<file path="config.mk">
export PLATFORM = sky130hd
export DESIGN_NAME = comb_logic_sweeper
export DESIGN_NICKNAME = d
export VERILOG_FILES = /design/src/rtl/comb_logic_sweeper.sv
export SDC_FILE = /design/constraint.sdc
export NUM_CORES = 1
export LEC_CHECK = 0
export BUFFER_PORTS_ARGS = -buffer_cell sky130_fd_sc_hd__buf_4
export CELL_PAD_IN_SITES_DETAIL_PLACEMENT = 0
export CELL_PAD_IN_SITES_GLOBAL_PLACEMENT = 1
export CORE_MARGIN = 1
export CORE_UTILIZATION = 39
export CTS_BUF_LIST = sky130_fd_sc_hd__clkbuf_4
export DETAILED_ROUTE_END_ITERATION = 10
export GPL_TIMING_DRIVEN = 1
export HOLD_SLACK_MARGIN = 0.05
export MAX_ROUTING_LAYER = met4
export PLACE_DENSITY = 0.88
export REMOVE_ABC_BUFFERS = 1
export SETUP_SLACK_MARGIN = 0.4
export SLEW_MARGIN = 20
export SYNTH_ARGS = -nofsm -noshare
export SYNTH_HDL_FRONTEND = slang
export SYNTH_SLANG_ARGS = --single-unit
</file>
<file path="constraint.sdc">
create_clock -name clk -period 1.55 [get_ports clk]
set_input_delay 0.31 -clock clk [delete_from_list [all_inputs] [get_ports clk]]
set_output_delay 0.31 -clock clk [all_outputs]
set_load 0.05 [all_outputs]
</file>
<file path="src/rtl/comb_logic_sweeper.sv">
`default_nettype none
// ============================================================================
// Module   : comb_logic_sweeper
// Brief    : Walks a 4-input combinational block through all 16 input vectors
//            and builds Y1/Y2 truth tables. Optional compare: SWEEP_CHECK_EN.
// Revision : 1.0 - initial release
// ============================================================================
module comb_logic_sweeper #(
    parameter int SETTLE_CYC = 2,
    parameter int CNT_W      = 4
) (
    input  logic        clk,
    input  logic        rst,
    input  logic        start,
    output logic        A,
    output logic        B,
    output logic        C,
    output logic        D,
    input  logic        Y1,
    input  logic        Y2,
    output logic        busy,
    output logic        done,
    output logic [3:0]  vec_idx,
    output logic [15:0] tt_y1,
    output logic [15:0] tt_y2
`ifdef SWEEP_CHECK_EN
    ,
    input  logic [15:0] exp_y1,
    input  logic [15:0] exp_y2,
    output logic        mismatch,
    output logic [3:0]  fail_idx,
    output logic [4:0]  fail_cnt
`endif
);

    typedef enum logic [1:0] {
        S_IDLE   = 2'd0,
        S_SETTLE = 2'd1,
        S_SAMPLE = 2'd2,
        S_DONE   = 2'd3
    } state_t;

    localparam logic [CNT_W-1:0] c_settle_last = CNT_W'(SETTLE_CYC - 1);

    state_t            r_state;
    state_t            w_state_nxt;
    logic [CNT_W-1:0]  r_cnt;
    logic [3:0]        r_vec;
    logic [15:0]       r_tt_y1;
    logic [15:0]       r_tt_y2;
    logic              w_start_acc;

    assign w_start_acc = (r_state == S_IDLE) && start;

    always_ff @(posedge clk or posedge rst) begin
        if (rst) begin
            r_state <= S_IDLE;
        end else begin
            r_state <= w_state_nxt;
        end
    end

    always_comb begin
        w_state_nxt = r_state;
        case (r_state)
            S_IDLE:   if (start) w_state_nxt = S_SETTLE;
            S_SETTLE: if (r_cnt == c_settle_last) w_state_nxt = S_SAMPLE;
            S_SAMPLE: w_state_nxt = (r_vec == 4'hF) ? S_DONE : S_SETTLE;
            S_DONE:   w_state_nxt = S_IDLE;
            default:  w_state_nxt = S_IDLE;
        endcase
    end

    // Truth tables are only written in SAMPLE, so they persist through IDLE.
    always_ff @(posedge clk or posedge rst) begin
        if (rst) begin
            r_cnt   <= '0;
            r_vec   <= 4'd0;
            r_tt_y1 <= 16'h0000;
            r_tt_y2 <= 16'h0000;
        end else begin
            case (r_state)
                S_IDLE: begin
                    if (start) begin
                        r_cnt   <= '0;
                        r_vec   <= 4'd0;
                        r_tt_y1 <= 16'h0000;
                        r_tt_y2 <= 16'h0000;
                    end
                end
                S_SETTLE: begin
                    if (r_cnt == c_settle_last) r_cnt <= '0;
                    else                        r_cnt <= r_cnt + 1'b1;
                end
                S_SAMPLE: begin
                    r_tt_y1[r_vec] <= Y1;
                    r_tt_y2[r_vec] <= Y2;
                    if (r_vec != 4'hF) r_vec <= r_vec + 4'd1;
                end
                default: ;
            endcase
        end
    end

    // The vector register drives the datapath pins directly, A as MSB.
    assign {A, B, C, D} = r_vec;
    assign vec_idx      = r_vec;
    assign tt_y1        = r_tt_y1;
    assign tt_y2        = r_tt_y2;
    assign busy         = (r_state == S_SETTLE) || (r_state == S_SAMPLE);
    assign done         = (r_state == S_DONE);

`ifdef SWEEP_CHECK_EN
    logic [15:0] r_exp_y1;
    logic [15:0] r_exp_y2;
    logic        r_mismatch;
    logic [3:0]  r_fail_idx;
    logic [4:0]  r_fail_cnt;
    logic        w_vec_fail;

    assign w_vec_fail = (Y1 != r_exp_y1[r_vec]) || (Y2 != r_exp_y2[r_vec]);

    always_ff @(posedge clk or posedge rst) begin
        if (rst) begin
            r_exp_y1   <= 16'h0000;
            r_exp_y2   <= 16'h0000;
            r_mismatch <= 1'b0;
            r_fail_idx <= 4'd0;
            r_fail_cnt <= 5'd0;
        end else if (w_start_acc) begin
            r_exp_y1   <= exp_y1;
            r_exp_y2   <= exp_y2;
            r_mismatch <= 1'b0;
            r_fail_idx <= 4'd0;
            r_fail_cnt <= 5'd0;
        end else if (r_state == S_SAMPLE) begin
            if (w_vec_fail) begin
                r_fail_cnt <= r_fail_cnt + 5'd1;
                if (r_fail_cnt == 5'd0) r_fail_idx <= r_vec;
            end
            // Last vector's result is folded in so mismatch is valid in DONE.
            if (r_vec == 4'hF) r_mismatch <= (r_fail_cnt != 5'd0) || w_vec_fail;
        end
    end

    assign mismatch = r_mismatch;
    assign fail_idx = r_fail_idx;
    assign fail_cnt = r_fail_cnt;
`endif

endmodule
`default_nettype wire

</file>
# Yosys cells after proc, flatten, opt, wreduce, memory -nomap -nowiden
# Index checks and enable logic that the tools add are counted.
[classes] addsub=2 order_cmp=2 eq_ne=9 mux=16 n_reduce_logical=9
[ops] op="16-bit case mux with 2 select lines" count=2
[ops] op="16-bit bitwise mux" count=2
[ops] op="16-bit two-way mux" count=1
[ops] op="4-bit case mux with 2 select lines" count=2
[ops] op="4-bit two-way mux" count=3
[ops] op="4-bit by 1-bit adder with 4-bit output, second input constant" count=2
[ops] op="2-bit case mux with 4 select lines" count=1
[ops] op="2-bit two-way mux" count=3
[ops] op="2-bit != test, second input constant" count=3
[ops] op="2-bit AND reduction" count=3
[ops] op="4-bit by 5-bit < comparator with 1-bit output, second input constant" count=1
[ops] op="1-bit demux with 4-bit select" count=1
[ops] op="2-bit equality test, second input constant" count=2
[ops] op="4-bit by 1-bit equality test with 1-bit output, second input constant" count=1
[ops] op="4-bit equality test, second input constant" count=1
[ops] op="4-bit by 1-bit >= comparator with 1-bit output, second input constant" count=1
[ops] op="4-bit != test, second input constant" count=1
[ops] op="2-bit nonzero test" count=2
[ops] op="3-bit AND reduction" count=1
[ops] op="2-bit by 1-bit equality test with 1-bit output, second input constant" count=1
[ops] op="2-bit zero test" count=1
[ops] op="1-bit logical AND" count=1
[ops] op="1-bit logical OR" count=1
[ops] op="1-bit two-way mux" count=1
[word_totals] regBits=42 inputBits=5 output_inout_bits=42 elab_cells=43

# Longest topological paths before layout
[logic_depth] depth_word=6 ltp_mapped=7 ltp_nobuf=5

# Worst setup path after synthesis
# Ideal clock, no wire load.
[synth_timing] path_kind="reg2reg" from="register r_vec[0] (netlist: vec_idx[0])" to="register r_tt_y1[15] (netlist: tt_y1[15])" setup_time_ns=0.087 arrival_time_ns=1.719 required_ns=1.463 setup_slack_ns=-0.256 path_stages_with_launch=6 n_path_buf=1 period_less_slack_ns=1.806 cell_sequence="dfrtp_1 ha_1 clkbuf_1 nand3_1 a2bb2oi_1 o211ai_1"
[synth_between] elab_chain_len=6 elab_cells_between_ends=7 cone_classes="2 x order compare; 4 x mux; 1 x reduce/logical"
[synth_rtl] item="start: declaration" line_no="48" rtl="logic [3:0] r_vec;"
[synth_rtl] item="start signal: assignment" line_no="98" rtl="if (r_vec != 4'hF) r_vec <= r_vec + 4'd1;"
[synth_rtl] item="4-bit by 5-bit < comparator with 1-bit output (implied by the code) / 4-bit by 1-bit >= comparator with 1-bit output (equally long branches)" line_no="96" rtl="r_tt_y1[r_vec] <= Y1;"
[synth_rtl] item="1-bit logical AND (implied by the code)" line_no="96"
[synth_rtl] item="1-bit two-way mux (implied by the code)" line_no="96"
[synth_rtl] item="1-bit demux with 4-bit select *" line_no="96"
[synth_rtl] item="16-bit bitwise mux *" line_no="96"
[synth_rtl] item="16-bit case mux with 2 select lines *" line_no="82" rtl="case (r_state)"
[synth_rtl] item="end signal: assignment" line_no="79" rtl="r_tt_y1 <= 16'h0000;"
[synth_rtl] item="end signal: assignment" line_no="87" rtl="r_tt_y1 <= 16'h0000;"
[synth_rtl] item="end signal: indexed assignment" line_no="96"
[synth_rtl] item="end: declaration" line_no="49" rtl="logic [15:0] r_tt_y1;"
# Every way passes the cells marked *; elsewhere a longest branch is shown, timed or not.
# A chain may end at the register's enable or synchronous reset.

# Worst setup path after layout
[layout_timing] from="register r_state[0]" to="register r_tt_y2[7] (netlist: tt_y2[7])"
[layout_between] elab_chain_len=3 elab_cells_between_ends=6 cone_classes="2 x eq/ne; 1 x mux; 3 x reduce/logical"
[layout_rtl] item="start: declaration" line_no="45" rtl="state_t r_state;"
[layout_rtl] item="start signal: assignment" line_no="59" rtl="r_state <= w_state_nxt;"
[layout_rtl] item="2-bit equality test / 2-bit zero test (equally long branches)" line_no="82"
[layout_rtl] item="2-bit nonzero test (no line) / 2-bit != test (equally long branches)"
[layout_rtl] item="2-bit AND reduction (no line)"
[layout_rtl] item="end signal: assignment" line_no="80" rtl="r_tt_y2 <= 16'h0000;"
[layout_rtl] item="end signal: assignment" line_no="88" rtl="r_tt_y2 <= 16'h0000;"
[layout_rtl] item="end signal: indexed assignment" line_no="97" rtl="r_tt_y2[r_vec] <= Y2;"
[layout_rtl] item="end: declaration" line_no="50" rtl="logic [15:0] r_tt_y2;"
# Parallel ways exist; a longest one is shown, timed or not.

==> qor.yml <==
synth:
  yosys-top-cells-area: "dfrtp_1 (43%), mux2i_1 (5.3%), ha_1 (5.1%)"
  synthArstFlopShare_pct: 100
  ys_types: 43
  synth_top_cell_area_share_pct: 43.1
  ys_warn_count: 0
  synth.most_common_cell: "dfrtp_1"
  synth_seq_cells: 42
  yosys.area.top_type: "dfrtp_1"
  avgSynthCellArea_sq_um: 9.52
  synth_edf_count: 0
  synthCells: 256
  synth_commonest_cells: "dfrtp_1 (42), nand3_1 (22), nand2_1 (20)"
  synth_area_sq_um: 2440
  synth-seq-area-share_pct: 43.1
  ys.flop_type: "dfrtp_1"
critical_path:
  r2r_slack_ps: -80
  endpoint: "tt_y2[7]"
  end_kind: "flip-flop"
  r2r-start: "r_state[0]"
  ff2ff_path_depth: 7
  path_class: "reg2reg"
  critPathLaunch: "r_state[0]"
  crit_fanout: 7
  worstSetupStartpointType: "flip-flop"
  cp.arrival_ps: 1930
  required_ps: 1850
  worstReg2RegEnd: "tt_y2[7]"
timing:
  finalMaxSlewViolations: 0
  hold_slack_ps: 349
  tightest_slew_ps: 491
  period_share_pct: 105
  finalHoldViolCount: 0
  fin_setup_tns_ps: -768
  max_freq_mhz: 613
  setup_ws_ps: -81.9
  final-setup-viol-count: 26
  rsz0062_at_grt: "true"
  slew_headroom_pct: 67.2
  skew_ps: 19.3
  period_minus_slack_ps: 1630
finish:
  drive_gt1_share_pct: 58.3
  area_delta_synth_final_pct: 79.7
  layout.nets: 388
  multi_input_comb_area_sq_um: 1700
  fill_cells: 385
  fin_cells: 449
  diodes: 0
  seq_area_sq_um: 1050
global_routing:
  grt_first_pass_wirelength_mm: 13.0
  use_met3_pct: 5.39
  grt_usage_pct: 27.3
  grt.met2_usage_pct: 43.9
  grt_pass1_vias: 2543
  grt.overflow.total: 0
  antenna_found_initial: 0
  grt_max_degree: 43
  met1_usage_pct: 33.5
  top_usage_layer: "met2"
clock_network:
  cts.clk_slew.worst_paths_ps: 130
  htreeDepth: 2
  clk_latency_ps: 390
  cts-root-buf: "clkbuf_4"
  cts_tree: "done"
  cts_buffer_depth: 2
  numCtsBuffers: 5
  cts_num_sinks: 42
detailed_routing:
  vias: 2654
  drc: 0
  wl_mm: 8.95
  ant_nets: 0
  viasPerCell: 5.91
  wl_per_cell_microns: 19.9
  drtIter0Drc: 201
  firstDrtPassIters: 5
run_status:
  violations: "negative setup slack"
  run_status: "finished, violations left"
die:
  die_area_sq_um: 6570
  chipWidth_microns: 81.0
  rows: 28
  die_h_microns: 81.0
  initial_core_util_pct: 40.9
  coreArea_sq_um: 5960
  io_pins: 47
pwr:
  irDropWorstVdd_mv: 1.48
  powerDensity_nw_per_um2: 2220
  p_leak_nw: 1.92
place:
  dpl.hpwl_mm: 4.40
  port_buffers: 46
  dp_cells: 388
  gp_congestion: 0.827
job:
  maxCapViolations: 0
hold_path:
  hp-class: "in2reg"
[final cells by class]
| class | instances | share of cell area (%) |
|---|---|---|
| Clock buffer | 5 | 0.858 |
| Clock inverter | 3 | 1.57 |
| Inverter | 17 | 1.46 |
| Multi-Input combinational cell | 172 | 38.8 |
| Sequential cell | 42 | 24.1 |
| Tap cell | 75 | 2.14 |
| Timing Repair Buffer | 135 | 31.1 |
[state kept, by name, indices dropped and copies added (netlist names)]
name and count:
vec_idx 4, r_cnt 4, r_state 2, tt_y1 16
tt_y2 16
[per-layer routing]
layer / up-vias / share of wire (%)
met5: - / 0
met4: 0 / 3.4
met3: 28 / 6.8
met2: 115 / 51
met1: 1337 / 39
li1: 1174 / -
[worst max-delay path, cell delays in order, from the launching register on]
cell and delay (ps):
dfrtp_1 430, inv_2 130, ha_4 210, buf_6 140, mux2i_4 260, buf_6 190
a21oi_2 40, o22ai_1 160
[stage by stage]
| step | instance area, sq um | setup WS, ps | utilization, % | power (W) |
|---|---|---|---|---|
| after global placement | 3040 | -75.5 | 51.0 | 0.00573 |
| after detailed placement | 3040 | -140 | 51.0 | 0.00578 |
| after floorplan | 2310 | -629 | - | 0.00421 |
| final | 4380 | -81.9 | 73.5 | 0.00972 |
| after CTS | 4090 | -25.0 | 68.6 | 0.00874 |
| after global routing | 4380 | -120 | 73.5 | 0.0101 |
[worst min-delay path by stage]
| stage | from | end | slack, ps | cells after the start |
|---|---|---|---|---|
| 2_1_floorplan | r_cnt[3] | r_cnt[3] | 460 | 1 |
| 3_5_place_dp | rst | r_cnt[1] | 400 | 3 |
| 5_1_grt | Y1 | tt_y1[11] | 360 | 3 |
| 4_1_cts | Y1 | tt_y1[11] | 310 | 3 |
| 3_3_place_gp | rst | r_cnt[1] | 400 | 3 |
| 6_report | Y2 | tt_y2[15] | 350 | 4 |
[cell usage in the layout (no fill, tap or decap), types with 7 or more instances in the layout]
cell     instances
nand2_1         17
ha_4             9
buf_4           63
dfrtp_1         39
mux2i_1         10
nand3_1         11
nand3_4          8
a32o_1           7
buf_6           56
a21oi_2          8
inv_1           12
buf_8           12
[power by group]
group | leakage [nW] | internal (W) | switching, W
Clock | 0.0554 | 0.000504 | 0.000405
Combinational | 1.30 | 0.00327 | 0.00387
Sequential | 0.571 | 0.00139 | 0.000274
[logic make-up after synthesis]
| kind of cell | synth area share (%) |
|---|---|
| AOI/OAI and AO/OA | 18.6 |
| xor gates and xnor gates | 0.360 |
| adders and majority gates | 5.14 |
| buffers and inverters | 7.91 |
| DFF | 43.1 |
| muxes | 5.80 |
| and+or+nand+nor | 19.0 |
[what timing repair did]
item	4_1_cts	5_1_grt
pin swaps	33	16
endpoints found under the setup margin	84	84
gates resized for setup	160	31
endpoints found under the hold margin	42	0
gates cloned	2	0
hold buffers	1	0
buffers inserted	33	17
(Power assumes the default switching activity.)
